### src/rtl/token_pkg.sv
// Shared constants and helpers for the token deserializer.
package token_pkg;

  localparam int TOKEN_W_DEFAULT = 8;

  // Width needed to hold a count of ones in a w-bit word (0..w inclusive).
  function automatic int count_w(input int w);
    return $clog2(w + 1);
  endfunction

endpackage

### src/rtl/token_fifo2.sv
// Two-entry FIFO holding completed words; the head entry is always presented on head.
module token_fifo2 #(
  parameter int DW = 8
) (
  input  logic          clk,
  input  logic          rst,
  input  logic          push,
  input  logic          pop,
  input  logic [DW-1:0] din,
  output logic          full,
  output logic          empty,
  output logic [DW-1:0] head
);

  logic [DW-1:0] e0;
  logic [DW-1:0] e1;
  logic [1:0]    cnt;
  logic          do_pop;
  logic          do_push;

  assign full    = (cnt == 2'd2);
  assign empty   = (cnt == 2'd0);
  assign head    = e0;
  assign do_pop  = pop && !empty;
  // A full FIFO still accepts a push when the head leaves in the same cycle.
  assign do_push = push && (!full || do_pop);

  always_ff @(posedge clk or negedge rst) begin
    if (!rst) begin
      e0  <= '0;
      e1  <= '0;
      cnt <= 2'd0;
    end else begin
      case ({do_push, do_pop})
        2'b10: begin
          if (cnt == 2'd0) e0 <= din;
          else             e1 <= din;
          cnt <= cnt + 2'd1;
        end
        2'b01: begin
          e0  <= e1;
          cnt <= cnt - 2'd1;
        end
        2'b11: begin
          if (cnt == 2'd1) begin
            e0 <= din;
          end else begin
            e0 <= e1;
            e1 <= din;
          end
        end
        default: ;
      endcase
    end
  end

endmodule

### src/rtl/token_deserializer.sv
// Serial-to-parallel token deserializer with a 2-deep output FIFO and sticky overflow.
// Optional per-word ones count on out_ones when TOKEN_DESER_POPCOUNT_EN is defined.
module token_deserializer
  import token_pkg::*;
#(
  parameter int W = TOKEN_W_DEFAULT
) (
  input  logic                  clk,
  input  logic                  rst,
  input  logic                  in_valid,
  input  logic                  in_bit,
  output logic                  out_valid,
  input  logic                  out_ready,
  output logic [W-1:0]          out_data,
`ifdef TOKEN_DESER_POPCOUNT_EN
  output logic [count_w(W)-1:0] out_ones,
`endif
  output logic                  overflow
);

  localparam int CNTW = $clog2(W);
  localparam logic [CNTW-1:0] LAST = CNTW'(W - 1);

  logic [W-1:0]    sreg;
  logic [W-1:0]    word;
  logic [CNTW-1:0] bcnt;
  logic            done;
  logic            pop;
  logic            full;
  logic            empty;

  // New bits enter at the top so the first bit ends up in bit 0 after W shifts.
  assign word = {in_bit, sreg[W-1:1]};
  assign done = in_valid && (bcnt == LAST);
  assign out_valid = !empty;
  assign pop  = out_valid && out_ready;

  always_ff @(posedge clk or negedge rst) begin
    if (!rst) begin
      sreg     <= '0;
      bcnt     <= '0;
      overflow <= 1'b0;
    end else begin
      if (in_valid) begin
        sreg <= word;
        bcnt <= done ? '0 : bcnt + 1'b1;
      end
      if (done && full && !pop) overflow <= 1'b1;
    end
  end

`ifdef TOKEN_DESER_POPCOUNT_EN
  localparam int CW = count_w(W);
  localparam int EW = W + CW;

  logic [CW-1:0] ones;
  logic [EW-1:0] head;

  always_comb begin
    ones = '0;
    for (int i = 0; i < W; i++) ones = ones + CW'(word[i]);
  end

  token_fifo2 #(.DW(EW)) u_fifo (
    .clk   (clk),
    .rst   (rst),
    .push  (done),
    .pop   (pop),
    .din   ({ones, word}),
    .full  (full),
    .empty (empty),
    .head  (head)
  );

  assign out_data = head[W-1:0];
  assign out_ones = head[EW-1:W];
`else
  token_fifo2 #(.DW(W)) u_fifo (
    .clk   (clk),
    .rst   (rst),
    .push  (done),
    .pop   (pop),
    .din   (word),
    .full  (full),
    .empty (empty),
    .head  (out_data)
  );
`endif

endmodule

### config.mk
export PLATFORM = sky130hd
export DESIGN_NAME = token_deserializer
export DESIGN_NICKNAME = d
export VERILOG_FILES = /design/src/rtl/token_pkg.sv /design/src/rtl/token_fifo2.sv /design/src/rtl/token_deserializer.sv
export SDC_FILE = /design/constraint.sdc
export NUM_CORES = 1
export LEC_CHECK = 0
export ABC_AREA = 1
export BUFFER_PORTS_ARGS = -buffer_cell sky130_fd_sc_hd__buf_2
export CAP_MARGIN = 20
export CORE_AREA = 4 4 66 68
export CTS_BUF_LIST = sky130_fd_sc_hd__clkbuf_4
export DETAILED_ROUTE_END_ITERATION = 10
export DIE_AREA = 0 0 70 72
export PLACE_DENSITY_LB_ADDON = 0.3
export SETUP_SLACK_MARGIN = 0.15
export SYNTH_ARGS = -nofsm -noshare
export SYNTH_HDL_FRONTEND = slang
export SYNTH_HIERARCHICAL = 1
export SYNTH_SLANG_ARGS = --single-unit
### constraint.sdc
create_clock -name clk -period 2.3 [get_ports clk]
set_clock_uncertainty 0.15 [all_clocks]
set_input_delay 0.115 -clock clk [delete_from_list [all_inputs] [get_ports clk]]
set_output_delay 0.115 -clock clk [all_outputs]
set_load 0.1 [all_outputs]
After elaboration in Yosys (flattened, before gate mapping)
Cells that the tools add are included.
{"block": "op_classes", "add_sub_neg": 3, "eq_ne": 9, "mux": 8, "reduce_logical": 16}
{"operator": "$mux 8", "n": 4}
{"operator": "$pmux 8 s3", "n": 1}
{"operator": "$pmux 8 s2", "n": 1}
{"operator": "$eq 2x2->1 const B", "n": 3}
{"operator": "$logic_and 1x1->1", "n": 6}
{"operator": "$eq 2x1->1 const B", "n": 2}
{"operator": "$ne 2x2->1 const B", "n": 2}
{"operator": "$pmux 2 s2", "n": 1}
{"operator": "$reduce_bool 2->1", "n": 2}
{"operator": "$add 3x1->3 const B", "n": 1}
{"operator": "$eq 3x3->1 const B", "n": 1}
{"operator": "$logic_not 1->1", "n": 3}
{"operator": "$mux 3", "n": 1}
{"operator": "$reduce_and 3->1", "n": 1}
{"operator": "$reduce_bool 3->1", "n": 1}
{"operator": "$add 2x1->2 const B", "n": 1}
{"operator": "$logic_not 2->1", "n": 1}
{"operator": "$ne 2x1->1 const B", "n": 1}
{"operator": "$reduce_and 2->1", "n": 1}
{"operator": "$sub 2x1->2 const B", "n": 1}
{"operator": "$logic_or 1x1->1", "n": 1}
{"block": "word_totals", "register_bits": 30, "in_bits": 5, "out_inout_bits": 10, "elab_cells": 42}

Depth between registers and ports, before layout
Gate-level depths: netlist (run 1).
{"block": "depth", "word_depth": 9, "depth_mapped": 12, "mapped_depth_nobuf": 12}

Modules after synthesis
The synthesis (run 1) kept the hierarchy.
{"module": "token_fifo2", "n_inst": 1, "cells_per_inst": 121, "area_per_inst_um2": 964.7, "seq_area_each_um2": 450.4}
{"module": "token_deserializer", "n_inst": 1, "cells_per_inst": 55, "area_per_inst_um2": 483.0, "seq_area_each_um2": 275.3}

Worst setup path before layout (run 1)
No wires, ideal clock.
{"block": "synth_timing", "kind": "register -> register", "start": "register u_fifo.cnt[0]", "end": "register u_fifo.cnt[1]", "setup_ns": 0.068, "arrival_ns": 2.131, "t_required_ns": 2.082, "setup_slack_ns": -0.050, "stages_incl_launch_ff": 12, "n_path_buf": 1, "period_less_slack_ns": 2.350, "path_cell_list": "dfrtp_1 > inv_1 > ha_1 > inv_1 > nand2_1 > inv_1 > inv_1 > nor2_2 > buf_4 > nand2_2 > or2_0 > nand3_1"}
{"block": "synth_between", "elab_chain_len": 8, "elab_cells_between_ends": 14, "cone_classes": "2 x add/sub; 3 x eq/ne; 1 x mux; 8 x reduce/logical"}
{"element": "from (decl)", "line_no": "token_fifo2.sv:17", "rtl": "logic [1:0] cnt;"}
{"element": "from (signal assigned)", "line_no": "token_fifo2.sv:38", "rtl": "cnt <= cnt + 2'd1;"}
{"element": "from (signal assigned)", "line_no": "token_fifo2.sv:42", "rtl": "cnt <= cnt - 2'd1;"}
{"element": "$logic_not 2->1 *", "line_no": "token_fifo2.sv:22", "rtl": "assign empty = (cnt == 2'd0);"}
{"element": "via empty", "line_no": "token_deserializer.sv:30", "rtl": "logic empty;"}
{"element": "$logic_not 1->1 *", "line_no": "token_deserializer.sv:35", "rtl": "assign out_valid = !empty;"}
{"element": "via out_valid", "line_no": "token_deserializer.sv:12", "rtl": "output logic out_valid,"}
{"element": "$logic_and 1x1->1 *", "line_no": "token_deserializer.sv:36", "rtl": "assign pop = out_valid && out_ready;"}
{"element": "via pop", "line_no": "token_deserializer.sv:28", "rtl": "logic pop;"}
{"element": "$logic_and 1x1->1 *", "line_no": "token_fifo2.sv:24", "rtl": "assign do_pop = pop && !empty;"}
{"element": "$logic_or 1x1->1", "line_no": "token_fifo2.sv:26", "rtl": "assign do_push = push && (!full || do_pop);"}
{"element": "$logic_and 1x1->1", "line_no": "token_fifo2.sv:26"}
{"element": "$eq 2x1->1 / $eq 2x2->1 (equally long branches)", "line_no": "token_fifo2.sv:34", "rtl": "case ({do_push, do_pop})"}
{"element": "$pmux 2 s2 / $reduce_bool 2->1 (equally long branches)"}
The timed path passes the listed nets; every way through them passes the cells marked *.
A chain may end at the register's enable or synchronous reset.

Worst setup path in the final report (run 1)
{"block": "layout_timing", "start": "register bcnt[0]", "end": "register u_fifo.e0[2], in the netlist u_fifo/head[2]"}
{"block": "layout_between", "elab_chain_len": 6, "elab_cells_between_ends": 10, "cone_classes": "5 x eq/ne; 1 x mux; 4 x reduce/logical"}
{"element": "from (decl)", "line_no": "token_deserializer.sv:26", "rtl": "logic [CNTW-1:0] bcnt;"}
{"element": "from (signal assigned)", "line_no": "token_deserializer.sv:46", "rtl": "bcnt <= done ? '0 : bcnt + 1'b1;"}
{"element": "$eq 3x3->1 *", "line_no": "token_deserializer.sv:34", "rtl": "assign done = in_valid && (bcnt == LAST);"}
{"element": "$logic_and 1x1->1 *", "line_no": "token_deserializer.sv:34"}
{"element": "via done", "line_no": "token_deserializer.sv:27", "rtl": "logic done;"}
{"element": "$logic_and 1x1->1 *", "line_no": "token_fifo2.sv:26"}
{"element": "$eq 2x2->1 / $eq 2x1->1 (equally long branches)", "line_no": "token_fifo2.sv:34"}
{"element": "$ne 2x1->1 (no source line) / $reduce_bool 3->1 (equally long branches)"}
{"element": "$reduce_and 2->1 (no source line)"}
{"element": "to (signal assigned)", "line_no": "token_fifo2.sv:36", "rtl": "if (cnt == 2'd0) e0 <= din;"}
{"element": "to (signal assigned)", "line_no": "token_fifo2.sv:46", "rtl": "e0 <= din;"}
{"element": "to (decl)", "line_no": "token_fifo2.sv:15", "rtl": "logic [DW-1:0] e0;"}
Marks and branches as above.

==> out/results.tsv, run 1 <==
metric	value	unit
Avg WL per Cell	10.9	um
Pre-Repair DR Iteration Count	4	
filler cell count	392	
ranking of synthesized cells by area	dfrtp_1, nand2_1, nand3_1	
unrepaired setup endpoints after global routing	no	
post-route worst setup slack	0.432	ns
WL final	2740	um
GPL Wtd Cong	0.842	
max cap viols	0	
Setup violations, final	0	
CTS tree	done	
Worst R2R Start	bcnt[0]	
GRT Resource Usage Total	12.8	%
Clock Tree Buf Depth	2	
Post-DP HPWL	1990	um
ant diodes	0	
Mapped Area	1450	sq um
Die X	70	um
post-place setup slack	0.436	ns
Post-Syn Nets	186	
mean post-synth cell area	8.23	sq um
H-Tree Depth	2	
Ys Warns	6	
Reg2Reg Setup Slack	0.43	ns
P&R area growth vs syn	17.1	%
largest net degree at the start of global routing	30	
cell count after synthesis	176	
fin crit period	1.87	ns
CP endpoint kind	register	
busiest grt layer	met2	
Setup CP Type	reg -> reg	
PD cells	1330	nW/um^2
most frequent cells in the layout	nand2_1, dfrtp_1, nand3_1, inv_1, buf_2	
vias per std cell	4.43	
Final nets	211	
Worst Tran Pin Value	0.636	ns
via count	1116	
core box area	3860	sq um
Root Driver	clkbuf_4	
initial antenna violation count	0	
first-pass GRT wire length	5060	um
Netlist cell types	17	
CP required	2.42	ns
Max Slew Vio Count	0	
die height	72	um
starting density of the core	37.5	%
Leakage	0.932	nW
GRT met1 Usage	15.4	%
final worst path period share	81.2	%
worst ir drop on vdd	0.000432	V
die area	5040	sq um
GRT met3 Usage	4.71	%
CTS Buf Count	5	
Setup TNS	0	ns
R2R cell count	11	
post-CTS setup buffer count	0	
CP max FO	10	
fmax	535	MHz
worst-skew pair later-pin latency	0.33	ns
Worst R2R End	u_fifo/head[2]	
worst min path class	in -> async	
met2 Track Usage GR	20.6	%
status	finished, final reports clean	
clock slew at reported path FFs	0.09	ns
post-route ant nets	0	
vias in the first global route	1134	
Clock Sink Count	29	
gr ovfl total	0	
IO Pins	15	
sequential share of the synthesized area	50.1	%
most common cell after layout, fill and taps aside	nand2_1	
crit start category	register	
row cnt	23	
number of synthesized register bits	29	
Yosys top cell area share	50.1	%
Slew HR	57.6	%
critical path arrival	1.99	ns
DR iter-0 viols	50	
drt drc	0	
layout cells sized above 1	20.3	%
port bufs	14	
Final Core Density	44.0	%
post-synth top area cell	dfrtp_1	
Hold Vio Cnt, Final	0	
layer usage:
layer / vias to the layer above / share of wire [%]
li1: 599 / -
met5: - / 0
met1: 491 / 49
met4: 0 / 1.9
met2: 19 / 44
met3: 7 / 5.0
metrics by stage:
step           hold slack (ns)  total power, mW  cell area (sq um)  std cells
3_3_place_gp            0.0205             1.93               1590        239
3_5_place_dp            0.0292             1.94               1590        239
4_1_cts                  0.201             2.29               1700        252
5_1_grt                  0.245             2.43               1700        252
6_report                 0.183             2.26               1700        252
2_1_floorplan           -0.331             1.74               1460        176
cell usage after synthesis:
cell and number:
ha_1 5, nand2_4 3, nand3b_1 8, nor2_1 2, inv_1 19, or2_0 1
inv_2 3, buf_4 1, nor2_4 1, dfrtp_1 29, buf_6 1, nand2_1 71
o21ai_0 2, o21ai_2 1, nor2_2 1, nand3_1 22, nand2_2 6
repair_timing:
action / in CTS / in global routing
hold buffers: 5 / 0
endpoints found under the hold margin: 40 / 0
gates resized for setup: 0 / 0
sequential cells by signal (all words and copies together), names as in the netlist:
| name | cells |
|---|---|
| sreg | 7 |
| u_fifo/head | 8 |
| u_fifo/e1 | 8 |
| u_fifo/cnt | 2 |
| bcnt | 3 |
| overflow | 1 |
worst max-delay path by stage:
stage	depth (start not counted)	endpoint	slack, ns	start
floorplan	12	u_fifo/head[0]	0.17	u_fifo/cnt[1]
global placement	11	u_fifo/head[1]	0.49	bcnt[0]
detailed placement	11	u_fifo/head[1]	0.44	bcnt[0]
CTS	11	u_fifo/head[1]	0.41	bcnt[0]
global route	11	u_fifo/head[1]	0.21	bcnt[0]
finish	11	u_fifo/head[2]	0.43	bcnt[0]
power breakdown:
part / switching, mW / internal, mW / total [mW]
Combinational: 0.870 / 0.288 / 1.16
Sequential: 0.0946 / 0.676 / 0.771
Clock: 0.170 / 0.157 / 0.327
area by class of cell:
| class | instances | area, sq um | share of cell area (%) |
|---|---|---|---|
| repair buffers | 20 | 128 | 7.53 |
| well taps | 50 | 62.6 | 3.69 |
| multi-input cells | 123 | 633 | 37.3 |
| flip-flops and latches | 29 | 726 | 42.8 |
| inverters | 22 | 86.3 | 5.09 |
| clock buffers | 8 | 60.1 | 3.54 |
critical path: stages (launching register included):
cell     delay [ns]
dfrtp_1        0.41
ha_1           0.21
ha_1           0.19
nand2_1        0.08
inv_1          0.06
inv_2          0.09
nor2_4         0.05
nand2_2        0.18
nand2_4        0.12
inv_2          0.14
nand2_1        0.06
nand2_1        0.07
cell families (layout without fill, tap and decap cells):
family	count (synthesis)	after routing	share of synthesized area [%]
buffers and inverters	24	50	7.00
adder cells (fa/ha/maj)	5	5	4.32
flip-flops	29	29	50.1
AND/OR/NAND/NOR	115	115	37.3
AO/OA/AOI/OAI	3	3	1.30
Power figures use the tool's default switching activity.
==> inputs of run 2 (changes only) <==
--- a/config.mk
+++ b/config.mk
@@ -5,13 +5,13 @@
 export SDC_FILE = /design/constraint.sdc
 export NUM_CORES = 1
 export LEC_CHECK = 0
-export ABC_AREA = 1
+export ABC_AREA = 0
 export BUFFER_PORTS_ARGS = -buffer_cell sky130_fd_sc_hd__buf_2
 export CAP_MARGIN = 20
-export CORE_AREA = 4 4 66 68
+export CORE_AREA = 4 4 64 66
 export CTS_BUF_LIST = sky130_fd_sc_hd__clkbuf_4
 export DETAILED_ROUTE_END_ITERATION = 10
-export DIE_AREA = 0 0 70 72
+export DIE_AREA = 0 0 68 70
 export PLACE_DENSITY_LB_ADDON = 0.3
 export SETUP_SLACK_MARGIN = 0.15
 export SYNTH_ARGS = -nofsm -noshare
==> constraint.sdc (replaced) <==
create_clock -name clk -period 1.85 [get_ports clk]
set_clock_uncertainty 0.15 [all_clocks]
set_input_delay 0.0925 -clock clk [delete_from_list [all_inputs] [get_ports clk]]
set_output_delay 0.0925 -clock clk [all_outputs]
set_load 0.1 [all_outputs]
==> run 2 against run 1 <==
Against the previous run:
- flip-flop and latch count unchanged
- non-clock buffer count up 9
- synthesized cell count down 34%
- critical path type unchanged
- critical endpoint is now u_fifo/e1[7]
- largest cell class is now multi-input combinational cells
==> out/results.tsv, run 2 <==
metric	value	unit	change
mean post-synth cell area	12.0	sq um	+46%
most frequent cells in the layout	dfrtp_1, buf_2, mux2_4, buf_4		
cell count after synthesis	116		-34%
IO Pins	15		unchanged
GPL Wtd Cong	0.778		-7.5%
layout cells sized above 1	51.7	%	+31 points
final worst path period share	95.5	%	+14 points
port bufs	14		unchanged
Clock Sink Count	29		unchanged
number of synthesized register bits	29		unchanged
Pre-Repair DR Iteration Count	4		unchanged
WL final	2650	um	-3.4%
Final Core Density	51.1	%	+7.1 points
Post-synth EDFFs	0		unchanged
crit start category	register		
max cap viols	0		unchanged
via count	971		-13%
Avg WL per Cell	13.7	um	+26%
Mapped Area	1390	sq um	-4.1%
Root Driver	clkbuf_4		
worst path buffer plus inverter count	2		-1
Post-Syn Nets	126		-32%
ant diodes	0		unchanged
core box area	3580	sq um	-7.2%
most common cell after layout, fill and taps aside	dfrtp_1		
Post-DP HPWL	1750	um	-12%
Hold Vio Cnt, Final	0		unchanged
slowest stage delay, CP	0.38	ns	-0.03 ns
DR iter-0 viols	53		+6.0%
Yosys top cell area share	52.3	%	+2.1 points
largest net degree at the start of global routing	30		unchanged
fin crit period	1.77	ns	-0.101 ns
CP required	1.89	ns	-0.53 ns
CTS tree	done		
Netlist cell types	27		+10
Final nets	154		-27%
first-pass GRT wire length	4130	um	-18%
Setup violations, final	0		unchanged
CP cell instances	inv_2 -> ha_4 -> nor2b_4 -> mux2i_1 -> nand3b_1 -> buf_6 -> mux2_4		
fmax	566	MHz	+5.7%
Clock Tree Buf Depth	2		unchanged
Max Slew Vio Count	0		unchanged
Slew HR	56.9	%	-0.69 points
drt drc	0		unchanged
ranking of synthesized cells by area	dfrtp_1, mux2_2, ha_1		
GRT Resource Usage Total	11.3	%	-1.6 points
Worst path slowest cell	dfrtp_1		
vias per std cell	5.03		+14%
Ys Warns	6		unchanged
sequential share of the synthesized area	52.3	%	+2.1 points
CP endpoint kind	register		
FFs w/ async S/R, synth	100	%	unchanged
die area	4760	sq um	-5.6%
Main synth FF type	dfrtp_1		
vias in the first global route	951		-16%
post-route ant nets	0		unchanged
H-Tree Depth	2		unchanged
clock slew at reported path FFs	0.09	ns	about the same
die height	70	um	-2.8%
CP max FO	8		-2
unrepaired setup endpoints after global routing	yes		
top cells by instance count after synthesis	dfrtp_1, mux2_2, nand3_1		
status	finished, final reports clean		
row cnt	22		-4.3%
worst-skew pair later-pin latency	0.30	ns	-0.03 ns
DP Cell Count	175		-27%
gr ovfl total	0		unchanged
non-filler cells, final	193		-23%
Top delay family on crit path	multiplexers		
starting density of the core	38.8	%	+1.3 points
Worst Tran Pin Value	0.646	ns	+0.0103 ns
Die X	68	um	-2.9%
most frequent cell after synthesis	dfrtp_1		
P&R area growth vs syn	31.6	%	
critical path arrival	1.81	ns	-0.18 ns
post-synth top area cell	dfrtp_1		
worst min path class	in -> reg		
Setup CP Type	reg -> reg		
initial antenna violation count	0		unchanged
CTS Buf Count	5		unchanged
-- run 2: cell count changes after synthesis, moves of 8 or more --
cell / before / now
a31oi_1: 0 / 8
inv_1: 19 / 3
mux2_2: 0 / 14
nand2_1: 71 / 1
nand3_1: 22 / 9
nor3_1: 0 / 8
-- run 2: cells by family (layout without fill, tap and decap cells) --
group,Yosys count,count (layout),synth area share [%]
adder cells (fa/ha/maj),5,5,4.50
AO/OA/AOI/OAI,21,21,9.19
flip-flops,29,29,52.3
multiplexers,19,19,16.0
XOR/XNOR,1,1,0.631
buffers and inverters,12,41,5.58
AND/OR/NAND/NOR,29,29,11.8
-- run 2: worst min-delay path: stages --
cell	delay, ns
buf_2	0.18
nand3_1	0.11
o21bai_1	0.05
-- run 2: final cells by class --
type	instances	area [sq um]
Clock buffer	5	37.5
Clock inverter	3	17.5
Fill cell	332	1750
Inverter	4	15.0
Multi-Input combinational cell	75	756
Sequential cell	29	726
Tap cell	48	60.1
Timing Repair Buffer	29	216
-- run 2: worst paths after layout --
| check | from | end | slack, ns | depth (start not counted) |
|---|---|---|---|---|
| setup / recovery | u_fifo/cnt[1] | u_fifo/e1[7] | 0.08 | 7 |
| hold / removal | in_valid | overflow | 0.02 | 3 |
| setup reg to reg | u_fifo/cnt[1] | u_fifo/e1[7] | 0.08 | 7 |
| hold reg to reg | overflow | overflow | 0.34 | 1 |
| max in group asynchronous | rst | sreg[2] | 0.94 | 2 |
| min in group asynchronous | rst | u_fifo/e1[0] | 0.18 | 2 |
-- run 2: what timing repair did --
item / 4_1_cts / 5_1_grt
hold endpoints to repair: 33 / 0
pin swaps: 2 / 5
hold buffers: 3 / 0
resized for setup: 9 / 26
endpoints found under the setup margin: 18 / 19
setup buffers: 6 / 1
-- run 2: per-layer routing --
metal / track usage [%] / share of wire [%]
met3: 3.38 / 3.4
met5: 0 / 0
met2: 19.4 / 51
met4: 3.97 / 0.76
met1: 12.9 / 45
-- run 2: per-stage QoR --
step	setup TNS, ns	worst slack (ns)	hold WS [ns]	cell area [sq um]
finish	0	0.0831	0.0214	1830
global route	-0.00797	-0.00797	0.0284	1830
CTS	0	0.0944	0.0165	1700
detailed placement	-0.136	-0.0256	0.0000719	1550
global placement	0	0.0172	-0.00765	1550
floorplan	-0.842	-0.0707	-0.353	1450
Power of run 2 is not shown: default switching activity piles up to over one toggle a cycle in this logic, so the estimate is an artifact.
